`config.mk`:
```
export PLATFORM = sky130hd
export DESIGN_NAME = trap_ctrl
export DESIGN_NICKNAME = d
export VERILOG_FILES = /design/src/rtl/trap_ctrl.sv
export SDC_FILE = /design/constraint.sdc
export NUM_CORES = 1
export LEC_CHECK = 0
export CAP_MARGIN = 15
export CORE_ASPECT_RATIO = 0.5
export CORE_MARGIN = 1.5
export CORE_UTILIZATION = 55
export CTS_BUF_LIST = sky130_fd_sc_hd__clkbuf_4
export DETAILED_ROUTE_END_ITERATION = 10
export GPL_ROUTABILITY_DRIVEN = 1
export GPL_TIMING_DRIVEN = 0
export PLACE_DENSITY = 0.83
export SYNTH_ARGS = -nofsm -noshare
export SYNTH_HDL_FRONTEND = slang
export SYNTH_SLANG_ARGS = --single-unit
```
`constraint.sdc`:
```
create_clock -name i_clk -period 14.4 [get_ports i_clk]
set_input_delay 1.44 -clock i_clk [delete_from_list [all_inputs] [get_ports i_clk]]
set_output_delay 1.44 -clock i_clk [all_outputs]
set_load 0.03 [all_outputs]
```
`src/rtl/trap_ctrl.sv`:
```
// trap_ctrl: selects one exception cause from the execute/memory-stage
// detectors and records it in mepc/mcause/mtval. Handles mret. After a trap
// or mret is accepted, it holds flush for FLUSH_CYCLES cycles and then issues
// a one-cycle fetch redirect. It also owns the trap CSRs and their
// software read/write port.
//
// Ports:
//   i_clk, i_reset              clock, asynchronous active-high reset
//   i_ex_valid                  the ex_* and mret inputs describe a live instruction
//   i_exceptSignal[6:0]         exception vector (bit 6 breakpoint .. bit 0 load misaligned)
//   i_ex_pc, i_ex_addr          PC and faulting data address of that instruction
//   i_mret                      live mret
//   i_csr_we/addr/wdata         CSR write port
//   o_csr_rdata                 combinational read of the addressed CSR
//   o_flush                     kill younger in-flight instructions
//   o_redirect_valid/pc         one-cycle fetch redirect
//   o_busy                      sequence in progress (not idle)
module trap_ctrl #(
  parameter int unsigned  N            = 64,
  parameter int unsigned  FLUSH_CYCLES = 2,
  parameter logic [N-1:0] MTVEC_RESET  = '0
) (
  input  logic         i_clk,
  input  logic         i_reset,
  input  logic         i_ex_valid,
  input  logic [6:0]   i_exceptSignal,
  input  logic [N-1:0] i_ex_pc,
  input  logic [N-1:0] i_ex_addr,
  input  logic         i_mret,
  input  logic         i_csr_we,
  input  logic [11:0]  i_csr_addr,
  input  logic [N-1:0] i_csr_wdata,
  output logic [N-1:0] o_csr_rdata,
  output logic         o_flush,
  output logic         o_redirect_valid,
  output logic [N-1:0] o_redirect_pc,
  output logic         o_busy
);

  localparam logic [11:0] AddrMtvec  = 12'h305;
  localparam logic [11:0] AddrMepc   = 12'h341;
  localparam logic [11:0] AddrMcause = 12'h342;
  localparam logic [11:0] AddrMtval  = 12'h343;
  localparam logic [3:0]  CntInit    = 4'(FLUSH_CYCLES - 1);

  typedef enum logic [1:0] {IDLE, FLUSH, REDIRECT} state_t;

  state_t       r_state;
  logic [3:0]   r_cnt;
  logic [N-1:0] r_mtvec, r_mepc, r_mcause, r_mtval, r_target;

  logic         w_trap, w_ret;
  logic [3:0]   w_code;
  logic [N-1:0] w_tval;

  assign w_trap = (r_state == IDLE) && i_ex_valid && (|i_exceptSignal);
  assign w_ret  = (r_state == IDLE) && i_ex_valid && i_mret && !(|i_exceptSignal);

  // Fixed cause priority; only a breakpoint reports the PC in mtval.
  always_comb begin
    w_code = 4'd0;
    w_tval = i_ex_addr;
    if (i_exceptSignal[6]) begin
      w_code = 4'd3;
      w_tval = i_ex_pc;
    end else if (i_exceptSignal[2]) w_code = 4'd6;
    else if (i_exceptSignal[0])    w_code = 4'd4;
    else if (i_exceptSignal[5])    w_code = 4'd15;
    else if (i_exceptSignal[4])    w_code = 4'd13;
    else if (i_exceptSignal[3])    w_code = 4'd7;
    else if (i_exceptSignal[1])    w_code = 4'd5;
  end

  // Reads show the pre-edge value; no write bypass.
  always_comb begin
    o_csr_rdata = '0;
    case (i_csr_addr)
      AddrMtvec:  o_csr_rdata = r_mtvec;
      AddrMepc:   o_csr_rdata = r_mepc;
      AddrMcause: o_csr_rdata = r_mcause;
      AddrMtval:  o_csr_rdata = r_mtval;
      default:    o_csr_rdata = '0;
    endcase
  end

  always_ff @(posedge i_clk or posedge i_reset) begin
    if (i_reset) begin
      r_state          <= IDLE;
      r_cnt            <= '0;
      r_mtvec          <= MTVEC_RESET;
      r_mepc           <= '0;
      r_mcause         <= '0;
      r_mtval          <= '0;
      r_target         <= '0;
      o_flush          <= 1'b0;
      o_redirect_valid <= 1'b0;
      o_redirect_pc    <= '0;
      o_busy           <= 1'b0;
    end else begin
      case (r_state)
        IDLE: begin
          if (w_trap) begin
            r_mepc   <= {i_ex_pc[N-1:2], 2'b00};
            r_mcause <= {{(N-4){1'b0}}, w_code};
            r_mtval  <= w_tval;
            r_target <= r_mtvec;
            r_cnt    <= CntInit;
            r_state  <= FLUSH;
            o_flush  <= 1'b1;
            o_busy   <= 1'b1;
          end else if (w_ret) begin
            r_target <= r_mepc;
            r_cnt    <= CntInit;
            r_state  <= FLUSH;
            o_flush  <= 1'b1;
            o_busy   <= 1'b1;
          end else if (i_csr_we) begin
            // Software writes land only on quiet idle cycles.
            case (i_csr_addr)
              AddrMtvec:  r_mtvec  <= {i_csr_wdata[N-1:2], 2'b00};
              AddrMepc:   r_mepc   <= {i_csr_wdata[N-1:2], 2'b00};
              AddrMcause: r_mcause <= i_csr_wdata;
              AddrMtval:  r_mtval  <= i_csr_wdata;
              default: ;
            endcase
          end
        end
        FLUSH: begin
          if (r_cnt == 4'd0) begin
            r_state          <= REDIRECT;
            o_flush          <= 1'b0;
            o_redirect_valid <= 1'b1;
            o_redirect_pc    <= r_target;
          end else begin
            r_cnt <= r_cnt - 4'd1;
          end
        end
        REDIRECT: begin
          r_state          <= IDLE;
          o_redirect_valid <= 1'b0;
          o_busy           <= 1'b0;
        end
        default: begin
          r_state          <= IDLE;
          o_flush          <= 1'b0;
          o_redirect_valid <= 1'b0;
          o_busy           <= 1'b0;
        end
      endcase
    end
  end

endmodule

```
==> results of run 1 <==
-- sequential cells by signal, summed over array words and instances, names as in the netlist, 2 cells and up --
| register | cells |
|---|---|
| o_redirect_pc | 62 |
| r_cnt | 4 |
| r_mcause | 64 |
| r_mepc | 62 |
| r_mtval | 64 |
| r_mtvec | 62 |
| r_state | 2 |
| r_target | 62 |
-- cells in the final DEF, fill, tap and decap left out, types with 3 or more instances in the layout --
cell type	netlist	final
nor3_1	3	3
nand4_1	8	8
clkbuf_4	0	133
clkdlybuf4s50_1	0	342
o21ai_0	4	4
buf_1	22	22
mux2i_1	189	189
o41ai_1	71	71
mux2_2	122	122
clkbuf_1	149	149
and2_1	58	58
nand3_1	3	3
a41oi_1	64	64
mux2_1	4	4
buf_6	6	6
nor2_1	73	73
a21oi_1	4	4
clkinv_1	0	19
a22oi_1	126	126
nor4_1	4	4
nand2_1	252	252
buf_2	18	18
a31oi_1	69	69
a221o_1	57	57
dfrtp_1	385	385
o22ai_1	63	63
buf_16	0	4
inv_1	12	11
diode_2	0	4
and4_1	3	3
or3_1	3	3
-- per-layer routing --
metal / global-route usage [%] / part of all wire [%]
met3: 10.29 / 11
met2: 57.57 / 45
met4: 20.43 / 5.3
met1: 50.86 / 39
met5: 0 / 0.027
-- cells by family after synthesis --
kind of cell,Yosys count,synth area share (%)
AO/OA/AOI/OAI,468,18.85
adder cells (fa/ha/maj),2,0.1293
buffers and inverters,209,4.443
flip-flops,385,49.80
multiplexers,315,17.11
other,1,0.01938
AND/OR/NAND/NOR,422,9.649
-- final cells by class --
cell class	instances	area [µm²]
Multi-Input combinational cell	1209	8856
Inverter	12	52.55
Buffer	197	814.5
Sequential cell	385	9634
Fill cell	2569	9920
Antenna cell	4	10.01
Clock buffer	133	998.5
Clock inverter	21	105.1
Timing Repair Buffer	347	3548
Tap cell	475	594.3
-- where the power goes --
part	internal [mW]	switching [mW]	total (mW)	leakage (nW)
sequential	1.45	0.238	1.69	4.76
clock	0.437	0.458	0.895	0.660
combinational	0.688	0.909	1.60	5.24
total	2.58	1.61	4.18	10.7
-- worst min-delay path by stage --
stage | startpoint | end | slack [ns]
3_5_place_dp | r_cnt[3] | r_cnt[3] | 0.49
3_3_place_gp | r_cnt[3] | r_cnt[3] | 0.47
4_1_cts | r_cnt[3] | r_cnt[3] | 0.50
6_report | r_target[43] | o_redirect_pc[43] | 0.50
2_1_floorplan | r_cnt[3] | r_cnt[3] | 0.46
5_1_grt | r_target[16] | o_redirect_pc[16] | 0.52
-- Yosys cell counts, types with 3 or more instances --
cell,n,area share [%]
nand3_1,3,0.078
and4_1,3,0.14
a21oi_1,4,0.10
or3_1,3,0.097
nand2_1,252,4.9
o22ai_1,63,2.0
a41oi_1,64,2.9
nand4_1,8,0.26
buf_1,22,0.43
nor3_1,3,0.078
a22oi_1,126,4.9
buf_2,18,0.47
buf_6,6,0.35
a221o_1,57,2.9
mux2_2,122,7.1
o21ai_0,4,0.10
mux2i_1,189,9.8
dfrtp_1,385,50
o41ai_1,71,3.2
and2_1,58,1.9
a31oi_1,69,2.2
nor2_1,73,1.4
clkbuf_1,149,2.9
mux2_1,4,0.23
inv_1,12,0.23
nor4_1,4,0.13
-- metrics by stage --
step	setup slack, ns	hold WS, ns	util [%]	TNS [ns]
global placement	-2.433	0.4705	67.67	-909.86
CTS	7.126	0.5000	71.20	0
finish	6.824	0.4960	71.28	0
floorplan	2.261	0.4554	-	0
detailed placement	7.121	0.4917	68.01	0
global route	6.840	0.5220	71.27	0
==> results.md, run 1 <==
- Status: completed
- Async SR Flop Fraction: 100.0%
- Worst vdd rail ir drop: 0.07058 mV
- Worst Setup EP: o_csr_rdata[58]
- Area of the core: 34530 µm²
- WL per Instance: 25.10 µm
- Largest net degree at the start of global routing: 94
- Yosys cell types: 46
- Ys Warns: 0
- CTS Buf Count: 88
- Layout cells sized above 1: 12.67%
- Die W: 268.2 µm
- Nets: 2458
- Clock Sinks: 385
- Clock Skews: 0.04264 ns
- Worst path bufs/invs: 5
- Drt drc: 0
- Post-placement cell count: 2624
- Vias: 18.36k
- Worst R2R Path Depth: 7
- Avg Cell Area, Syn: 10.74 µm²
- Final-report hold violation count: 0
- Critical path required time: 12.96 ns
- Seq/Total Area, Yosys: 49.80%
- Worst R2R Start: r_state[1]
- Post-synth EDFFs: 0
- Beginning of the critical path: i_csr_addr[3]
- Total Wirelength: 69.85 mm
- Clk Latency, worst-skew pair: 0.81 ns
- Worst-Margin Slew: 1.219 ns
- Root buffer cell: clkbuf_4
- Final instance area: 24610 µm²
- Initial core utilization: 56.02%
- Critical Path Stages: 9
- RSZ-0062 raised after global routing: false
- MaxCap Viol Count: 0
- Aggregate global routing overflow: 0
- Slew HR: 18.75%
- Tot Pwr: 4.185 mW
- Post_cts resized: 0
- Primary FF master, synth: dfrtp_1
- Syn Inst Count: 1802
- Area growth syn-to-layout: 27.23%
- Synth Register Bits: 385
- Initial antenna violation count: 4
- Hold path depth: 1
- Post-CTS setup buffers: 0
- Ports: 347
- Pre-Repair DR Iteration Count: 6
- Min-delay worst type: flip-flop to flip-flop
- Max stage delay cell, worst path: nor4_1
- Crit Path Class: primary input to output pin
- CP Launch Type: primary input
- I/O Buffers: 342
- First-pass GRT wire length: 104.9 mm
- Vias per cell: 6.596
- # H-tree levels: 3
- Clk slew on worst S/H paths: 0.06 ns
- Row cnt: 48
- Pwr dens: 170.0 nW/µm²
- Crit path cell chain: clkdlybuf4s50_1, nor4_1, and2_1, clkbuf_1, clkbuf_1, buf_1, a22oi_1, o22ai_1, clkdlybuf4s50_1
- Top delay family on crit path: buffers and inverters
- WP data arrival: 6.14 ns
- Final Wtd Congestion: 0.9827
- Final Cycle Share: 52.61%
- CP Capture Type: output pin
- Initial DRC Count: 2596
- Slowest stage delay, CP: 0.92 ns
- Placed cell area: 23490 µm²
- R2R Setup Slk: 10.50 ns
- Final setup viols: 0
- Full die area: 36380 µm²
- Synthesized area: 19350 µm²
- Reg-to-reg endpoint: r_mtval[18]
- Post-route ant nets: 0
- # hold bufs at CTS: 0
- CP max FO: 10
- Total GRT Usage: 38.27%
- P_leak: 10.66 nW
- Fmax: 132.0 MHz
- Clock buffer depth: 3
- Slew Viols, Final: 0
- Vias in the first global route: 18.07k
- Min Tclk post-route: 7.576 ns
- Non-filler cells, final: 2783
- Die Ht: 135.6 µm
- Dpl hpwl: 49.63 mm
- CTS tree: yes
No activity file was read; power rests on OpenSTA's default activity.
==> run 2: changes to the inputs <==
- CORE_UTILIZATION: 55 -> 50
- PLACE_DENSITY: 0.83 -> 0.8
- clock period: 14.4 -> 6.6 ns (I/O delays scaled with it)
==> run 2 against run 1 <==
Register-to-register slack lost 7.8 ns. Clock power increased by 100%. Combinational power up 120%. Clock skew is 0.020 ns lower. Final area is essentially flat. Via count fell by 1.3%. Die area up 9.8%. Clock-buffer cell count down 9. Sequential power increased by 120%.
==> results.md, run 2 (synthesized netlist as in run 1, its figures left out) <==
- CTS Buf Count: 89 (+1.1%)
- Die Ht: 142.1 µm (+4.8%)
- Worst-Margin Slew: 1.256 ns (+0.03674 ns)
- Final setup viols: 0 (unchanged)
- Full die area: 39950 µm² (+9.8%)
- Initial core utilization: 51.20% (-4.8 points)
- Drt drc: 0 (unchanged)
- Min Tclk post-route: 5.978 ns
- Layout cells sized above 1: 12.69% (+0.017 points)
- Post-route ant nets: 0 (unchanged)
- Slowest stage delay, CP: 0.93 ns (about the same)
- Tot Pwr: 9.008 mW (+120%)
- CTS tree: yes
- Clock buffer depth: 3 (unchanged)
- Initial DRC Count: 2420 (-6.8%)
- MaxCap Viol Count: 0 (unchanged)
- CP Capture Type: output pin
- Fill count: 3071 (+20%)
- Initial antenna violation count: 3 (-1)
- Aggregate global routing overflow: 0 (unchanged)
- P_leak: 10.63 nW (-0.30%)
- Slew Viols, Final: 0 (unchanged)
- Nets: 2464 (+0.24%)
- Crit Path Class: primary input to output pin
- Clk slew on worst S/H paths: 0.07 ns (about the same)
- Most common cell after layout, fill and taps aside: dfrtp_1
- Post_cts resized: 0 (unchanged)
- Post-CTS setup buffers: 0 (unchanged)
- Slew HR: 15.95% (-2.8 points)
- Clock Sinks: 385 (unchanged)
- Fmax: 167.3 MHz
- Worst path bufs/invs: 5 (unchanged)
- Die W: 281.2 µm (+4.8%)
- CP max FO: 10 (unchanged)
- Reg-to-reg endpoint: r_mtval[51]
- # H-tree levels: 3 (unchanged)
- Crit path cell chain: clkdlybuf4s50_1, nor4_1, and2_1, clkbuf_1, clkbuf_1, buf_1, a22oi_1, o22ai_1, clkdlybuf4s50_1
- Setup slack after layout: 0.6223 ns (-6.202 ns)
- Vias per cell: 6.428 (-2.5%)
- Min-delay worst type: primary input to async pin
- Final Cycle Share: 90.57%
- Vias in the first global route: 17.72k (-1.9%)
- Ports: 347 (unchanged)
- Max stage delay cell, worst path: nor4_1
- First-pass GRT wire length: 104.5 mm (-0.33%)
- RSZ-0062 raised after global routing: false
- Area of the core: 37790 µm² (+9.4%)
- Dpl hpwl: 50.94 mm (+2.6%)
- Fin Hold WS: 0.4019 ns (-0.09410 ns)
- Final Wtd Congestion: 0.9759 (-0.69%)
- I/O Buffers: 342 (unchanged)
- Top flop regs: r_mcause: 64 flops, r_mtval: 64 flops
- Worst slack, placed: 0.8210 ns (-6.300 ns)
- Clock Skews: 0.02286 ns (-0.01978 ns)
- Root buffer cell: clkbuf_4
- WP data arrival: 5.32 ns (-0.82 ns)
- Critical path required time: 5.94 ns (-7.02 ns)
- Worst R2R Path Depth: 7 (unchanged)
- Status: completed
- Clk Latency, worst-skew pair: 0.81 ns (about the same)
- CP Launch Type: primary input
- Post-placement cell count: 2675 (+1.9%)
- Vias: 18.11k (-1.3%)
- Total GRT Usage: 34.51% (-3.8 points)
- Total Wirelength: 70.14 mm (+0.42%)
- WL per Instance: 24.89 µm (-0.83%)
- # hold bufs at CTS: 0 (unchanged)
- Non-filler cells, final: 2818 (+1.3%)
- Area growth syn-to-layout: 27.32% (about the same)
- R2R Setup Slk: 2.75 ns (-7.75 ns)
- Final-report hold violation count: 0 (unchanged)
- Worst vdd rail ir drop: 0.1322 mV (+87%)
- Most frequent cells in the layout: 385 x dfrtp_1, 342 x clkdlybuf4s50_1, 252 x nand2_1
- Worst R2R Start: r_state[1]
- Pwr dens: 365.7 nW/µm² (+120%)
- Pre-Repair DR Iteration Count: 6 (unchanged)
- Top delay family on crit path: buffers and inverters
- Largest net degree at the start of global routing: 43 (-54%)
- Row cnt: 50 (+4.2%)
[run 2: cell count changes in the layout (fill, tap and decap cells not counted), sizes merged]
cell / previous run / this run
clkinvlp: 0 / 3
inv: 13 / 14
buf: 53 / 58
clkbuf: 282 / 273
bufinv: 1 / 0
clkinv: 19 / 9
diode: 4 / 5
[run 2: layout make-up]
class                      instances  area (µm²)  share of cell area [%]
antenna                            5       12.51                 0.05080
buffer                           197       814.5                   3.307
clock buffer                     124       930.9                   3.779
clock inverter                    14       60.06                  0.2438
inverter                          12       48.80                  0.1981
multi-input combinational       1209        8856                   35.95
sequential                       385        9634                   39.11
tap                              520       650.6                   2.641
timing repair buffer             352        3623                   14.71
[run 2: report_power, final]
part / leakage [nW] / internal (mW) / switching, mW
Combinational: 5.27 / 1.51 / 1.97
Sequential: 4.76 / 3.17 / 0.530
Clock: 0.598 / 0.853 / 0.972
Total: 10.6 / 5.53 / 3.47
[run 2: worst register-to-register path: cells and delay by family, from the launching register on]
kind                   cells  cell delay (ns)
AO/OA/AOI/OAI              2             0.92
buffers and inverters      4             1.87
flip-flops                 1             0.37
AND/OR/NAND/NOR            1             0.54
[run 2: metrics by stage]
stage	TNS, ns	area, µm²	util (%)
after global placement	-724.23	23430	62.00
after CTS	0	24620	65.15
after detailed placement	0	23630	62.53
final	0	24630	65.19
after global routing	0	24630	65.17
after floorplan	0	19350	-
[run 2: layer usage]
metal | vias up | track usage (%) | part of all wire, %
met3 | 225 | 9.077 | 11
met2 | 1189 | 53.15 | 46
met5 | - | 0 | 0
met1 | 8975 | 45.20 | 39
met4 | 0 | 17.52 | 4.9
li1 | 7724 | - | -
[run 2: how the worst max path moves through the flow]
stage | endpoint | cells past startpoint | startpoint | slack, ns
floorplan | o_busy | 1 | i_reset | 0.76
global placement | o_redirect_pc[20] | 2 | i_reset | -1.92
detailed placement | o_csr_rdata[55] | 9 | i_csr_addr[3] | 0.82
CTS | o_csr_rdata[55] | 9 | i_csr_addr[3] | 0.81
global route | o_csr_rdata[52] | 9 | i_csr_addr[3] | 0.55
finish | o_csr_rdata[52] | 9 | i_csr_addr[3] | 0.62
==> run 3: changes to the inputs <==
- ABC_CLOCK_PERIOD_IN_PS: default -> 6600
- CORE_ASPECT_RATIO: 0.5 -> default
- REMOVE_ABC_BUFFERS: default -> 1
==> run 3 against run 2 <==
Core utilization rose by 1.1 points. Clock skew is 0.0047 ns higher. Power grew 2.6%. Critical path depth did not move. Combinational power hardly changed. Clock power increased by 13%. Cell count shrank 3.8%. Global-route usage is 3.8 points lower. Clock-buffer cell count rose by 33. Critical path type unchanged. Largest power group unchanged.
==> results.md, run 3 (synthesized netlist as in run 1, its figures left out) <==
- Status: completed
- Post-route ant nets: 0 (unchanged)
- MaxCap Viol Count: 0 (unchanged)
- Slew Viols, Final: 0 (unchanged)
- Aggregate global routing overflow: 0 (unchanged)
- Drt drc: 0 (unchanged)
- Initial core utilization: 51.12% (-0.078 points)
- Clock power share: 22.3% (+2.0 points)
- Pre-Repair DR Iteration Count: 8 (+2)
- FF/Latch Area: 9634 µm² (unchanged)
- Vias: 17.32k (-4.4%)
- Critical path required time: 5.94 ns (about the same)
- Area of the multi-input gates: 8942 µm² (+0.97%)
- Ports: 347 (unchanged)
- Slew HR: 23.02% (+7.1 points)
- Vias per cell: 6.389 (-0.60%)
- First-pass GRT wire length: 95.44 mm (-8.7%)
- Clock Sinks: 385 (unchanged)
- WP data arrival: 4.78 ns (-0.54 ns)
- Clk Latency, worst-skew pair: 0.80 ns (about the same)
- CP Launch Type: primary input
- Area of the core: 37840 µm² (+0.15%)
- Layout cells sized above 1: 16.74% (+4.0 points)
- # H-tree levels: 3 (unchanged)
- Die Ht: 199.7 µm (+41%)
- Tot Pwr: 9.241 mW (+2.6%)
- Worst-Margin Slew: 1.139 ns (-0.1164 ns)
- Clock Skews: 0.02753 ns (+0.004671 ns)
- Fill count: 2861 (-6.8%)
- Top flop regs: r_mcause: 64 flops, r_mtval: 64 flops
- Clock buffer depth: 3 (unchanged)
- Row cnt: 71 (+42%)
- Final setup viols: 0 (unchanged)
- Post_cts resized: 0 (unchanged)
- Die W: 199.7 µm (-29%)
- RSZ-0062 raised after global routing: false
- Full die area: 39880 µm² (-0.18%)
- Post-CTS setup buffers: 0 (unchanged)
- Area growth syn-to-layout: 29.69%
- Most frequent cells in the layout: 385 x dfrtp_1, 342 x clkdlybuf4s50_1, 251 x nand2_1
- Fmax: 183.7 MHz (+9.8%)
- Final-report hold violation count: 0 (unchanged)
- Sw frac: 36.49% (-2.1 points)
- Total GRT Usage: 30.73% (-3.8 points)
- Largest net degree at the start of global routing: 129 (+200%)
- Initial DRC Count: 1590 (-34%)
- Final Cycle Share: 82.48% (-8.1 points)
- I/O Buffers: 344 (+0.58%)
- Pwr dens: 368.3 nW/µm² (+0.71%)
- CP Capture Type: output pin
- Nets: 2336 (-5.2%)
- Min-delay worst type: primary input to async pin
- Vias in the first global route: 17.47k (-1.4%)
- Initial antenna violation count: 2 (-1)
- Proportion of power drawn by combinational gates: 37.9% (-0.7 points)
- CP max FO: 19 (+9)
- Worst vdd rail ir drop: 0.2270 mV (+72%)
- Final Wtd Congestion: 0.8456 (-13%)
- Most common cell after layout, fill and taps aside: dfrtp_1
- Internal power: 5.869 mW (+6.1%)
- Reg power frac: 39.8% (-1.3 points)
- Crit Path Class: primary input to output pin
- Total Wirelength: 61.67 mm (-12%)
- WL per Instance: 22.76 µm (-8.6%)
- # hold bufs at CTS: 0 (unchanged)
- Root buffer cell: clkbuf_4
- CTS Buf Count: 101 (+13%)
- Min Tclk post-route: 5.444 ns (-0.5340 ns)
- Clk slew on worst S/H paths: 0.07 ns (about the same)
- Psw: 3.372 mW (-3.0%)
- P_leak: 10.96 nW (+3.1%)
- CTS tree: yes
- Fin Hold WS: 0.2655 ns (-0.1364 ns)
- Dpl hpwl: 39.74 mm (-22%)
[run 3: area by class of cell]
type                    count  share of cell area (%)
well taps                 511                   2.548
clock buffers             157                   4.698
repair buffers            409                   18.10
inverters                  12                  0.2194
diodes                      6                 0.05984
flip-flops and latches    385                   38.40
multi-input cells        1209                   35.64
clock inverters            21                  0.3291
[run 3: metrics by stage]
stage / util [%] / setup WS, ns / std cells / area, µm² / setup TNS, ns
floorplan: - / -8.899 / 1606 / 18540 / -2864.91
CTS: 66.24 / 1.297 / 2703 / 25070 / 0
detailed placement: 62.91 / 1.305 / 2525 / 23810 / 0
global placement: 59.77 / -36.97 / 2461 / 22620 / -8755.10
global route: 66.28 / 0.9379 / 2707 / 25080 / 0
finish: 66.30 / 1.156 / 2710 / 25090 / 0
[run 3: path summary, 6_finish.rpt]
path                               start  slack [ns]  depth (start not counted)           endpoint
max                        i_csr_addr[8]        1.16                          9    o_csr_rdata[47]
min in group i_clk         i_csr_addr[0]        0.49                          3        r_mtval[40]
max in group asynchronous        i_reset        4.86                          4       r_target[19]
min reg2reg                 r_target[57]        0.50                          1  o_redirect_pc[57]
min                              i_reset        0.27                          2        r_mtval[57]
max reg2reg                   r_state[1]        2.76                         11        r_mtvec[43]
[run 3: critical path, stage by stage]
cell and delay [ns]:
clkdlybuf4s50_1 0.47, nor4bb_1 0.96, nand4_1 0.83, buf_8 0.43, buf_16 0.17, buf_8 0.16
buf_6 0.15, o22ai_1 0.20, clkdlybuf4s50_1 0.72
[run 3: metal layers]
metal  global-route usage (%)  up-vias  routed length (µm)
li1                         -     7514                   -
met1                    40.97     8565               24470
met2                    47.18     1063               28450
met3                    7.797      173                6581
met4                    14.29        0                2171
met5                        0        -                   0
[run 3: power by group through the flow]
stage,registers (mW),clock network [mW],logic (mW)
2_1_floorplan,3.98,0,1.93
3_3_place_gp,3.67,0,3.55
3_5_place_dp,3.69,0,3.47
4_1_cts,3.65,2.10,3.48
5_1_grt,3.75,2.23,3.77
6_report,3.67,2.06,3.50
==> edit (flow settings as in run 1) <==
`N`: 64 -> 32.
--- a/src/rtl/trap_ctrl.sv
+++ b/src/rtl/trap_ctrl.sv
@@ -18,3 +18,3 @@
 module trap_ctrl #(
-  parameter int unsigned  N            = 64,
+  parameter int unsigned  N            = 32,
   parameter int unsigned  FLUSH_CYCLES = 2,
Interface: changed (5 resized); port bits go from 347 to 187. The function was not compared with the original's and may differ.
==> edit against run 1 <==
  * Routed wire length is 58% lower
  * Cell area down 50%
  * Area after synthesis shrank 49%
  * Setup slack gained 1.3 ns
  * Combinational power down 47%
  * Sequential cell count shrank 192
  * Total power down 52%
  * Via count is 55% lower
  * Highest routed layer is now met4
==> edit: results (changes against run 1) <==
| Metric | Value |
|---|---|
| List of most frequent post-synthesis cells | `dfrtp_1 (193), nand2_1 (145), mux2_2 (130), o21ai_0 (51), clkbuf_1 (41)` |
| Worst-skew pair later-pin latency | `0.60 ns (-0.21 ns)` |
| First-pass GRT wire length | `45000 um (-57%)` |
| Layout Nets | `1200 (-51%)` |
| Total Routing Usage GR | `0.319 (-0.0637)` |
| Outcome | `finished clean` |
| Total CTS buffers | `17 (-81%)` |
| Share of cells above drive strength 1 | `0.214 (+0.0868)` |
| Synth area leaders | `dfrtp_1 (49%), mux2_2 (15%), nand2_1 (5.5%), mux2_4 (4.6%), mux2i_1 (3.2%)` |
| Post-synth cell types | `56 (+22%)` |
| Top FF cell, synth | `dfrtp_1` |
| CP top delay family | `buffers and inverters` |
| Worst path arrival time | `4.80 ns (-1.34 ns)` |
| Clk pin slew, worst setup/hold paths | `0.14 ns (+0.08 ns)` |
| Vias per cell | `6.20 (-6.1%)` |
| CP Max Fanout | `10 (unchanged)` |
| Worst Tran Pin Value | `0.858 ns (-0.360 ns)` |
| Fin Clk Skew | `0.0248 ns (-0.0178 ns)` |
| Sw Ratio | `0.388 (+0.00408)` |
| Via total after detailed routing | `8215 (-55%)` |
| Hold WC Path Type | `flop to flop` |
| CTS Buffer Depth | `2 (-1)` |
| Seq/Total Area, Yosys | `0.492 (-0.00571)` |
| Root Driver | `clkbuf_4` |
| Post-Route WL | `29100 um (-58%)` |
| Htree depth | `4 (+1)` |
| Port-buffer cells | `183 (-46%)` |
| Initial antenna violation count | `1 (-3)` |
| Post-CTS sizing | `0 (unchanged)` |
| Met3 WL | `2830 um (-63%)` |
| Critical path's largest stage delay | `0.74 ns (-0.18 ns)` |
| Peak VDD IR | `0.107 mV (+52%)` |
| M1 wire length | `12500 um (-54%)` |
| Dpl hpwl | `20800 um (-58%)` |
| Combinational share of power | `0.417 (+0.035)` |
| Asr flop ratio synth | `1.00 (unchanged)` |
| Synth Warn # | `0 (unchanged)` |
| GP Congestion | `0.891 (-9.4%)` |
| Top Registers | `r_mcause (32), r_mtval (32)` |
| Dpl cells | `1293 (-51%)` |
| CP max stage cell | `or4b_2` |
| Synth Instances | `874 (-51%)` |
| Detailed Route Iter0 Violations | `790 (-70%)` |
| DR WL met2 | `13300 um (-58%)` |
| Uppermost layer routed | `met4` |
| Seq pwr | `896 uW (-47%)` |
| Pin count of the biggest net entering global routing | `100 (+6.4%)` |
| Lkg Pwr | `0.00535 uW (-50%)` |
| Drt pass-1 iters | `6 (unchanged)` |
| # Post-CTS Setup Buffers | `0 (unchanged)` |
[edit: cell type report]
cell class | count | area (um2)
well taps | 234 | 293
repair buffers | 184 | 1860
diodes | 1 | 2.50
multi-input cells | 580 | 4510
inverters | 36 | 143
plain buffers | 66 | 340
clock buffers | 19 | 143
clock inverters | 13 | 114
flip-flops and latches | 193 | 4830
fillers | 1282 | 5170
[edit: layer usage]
layer  vias to the layer above  track usage
met2                       462        0.482
met1                      4118        0.461
met3                        57       0.0726
met5                         -            0
li1                       3578            -
met4                         0       0.0907
[edit: cell families after synthesis]
logic type      Yosys count  share of synthesized area
other cells               1                   0.000382
simple gates            205                     0.0990
fa+ha+maj                 2                    0.00255
compound gates          180                      0.131
mux                     191                      0.227
flops                   193                      0.492
buf+inv                 102                     0.0485
[edit: stage by stage]
step	utilization	setup WS [ns]	hold WS, ns	area [um2]	total power, uW
after global routing	0.703	8.08	0.532	12200	2130
after detailed placement	0.688	8.25	0.466	12000	1740
after floorplan	-	7.70	0.446	9810	1430
after CTS	0.703	8.24	0.498	12200	2010
after global placement	0.686	5.34	0.458	11900	1700
final	0.703	8.16	0.491	12200	2020
[edit: path summary, 6_finish.rpt]
path | from | cells after the start | end | slack (ns)
min in group asynchronous | i_reset | 2 | o_busy$_DFFE_PP0P_ | 1.31
worst max-delay path | i_csr_addr[11] | 7 | o_csr_rdata[13] | 8.16
worst max register to register | r_cnt[0]$_DFFE_PP0P_ | 6 | o_redirect_pc[27]$_DFFE_PP0P_ | 11.68
worst min register to register | r_target[29]$_DFFE_PP0P_ | 2 | r_target[29]$_DFFE_PP0P_ | 0.49
worst min-delay path | r_target[29]$_DFFE_PP0P_ | 2 | r_target[29]$_DFFE_PP0P_ | 0.49
max in group asynchronous | i_reset | 3 | r_mepc[16]$_DFFE_PP0P_ | 12.16
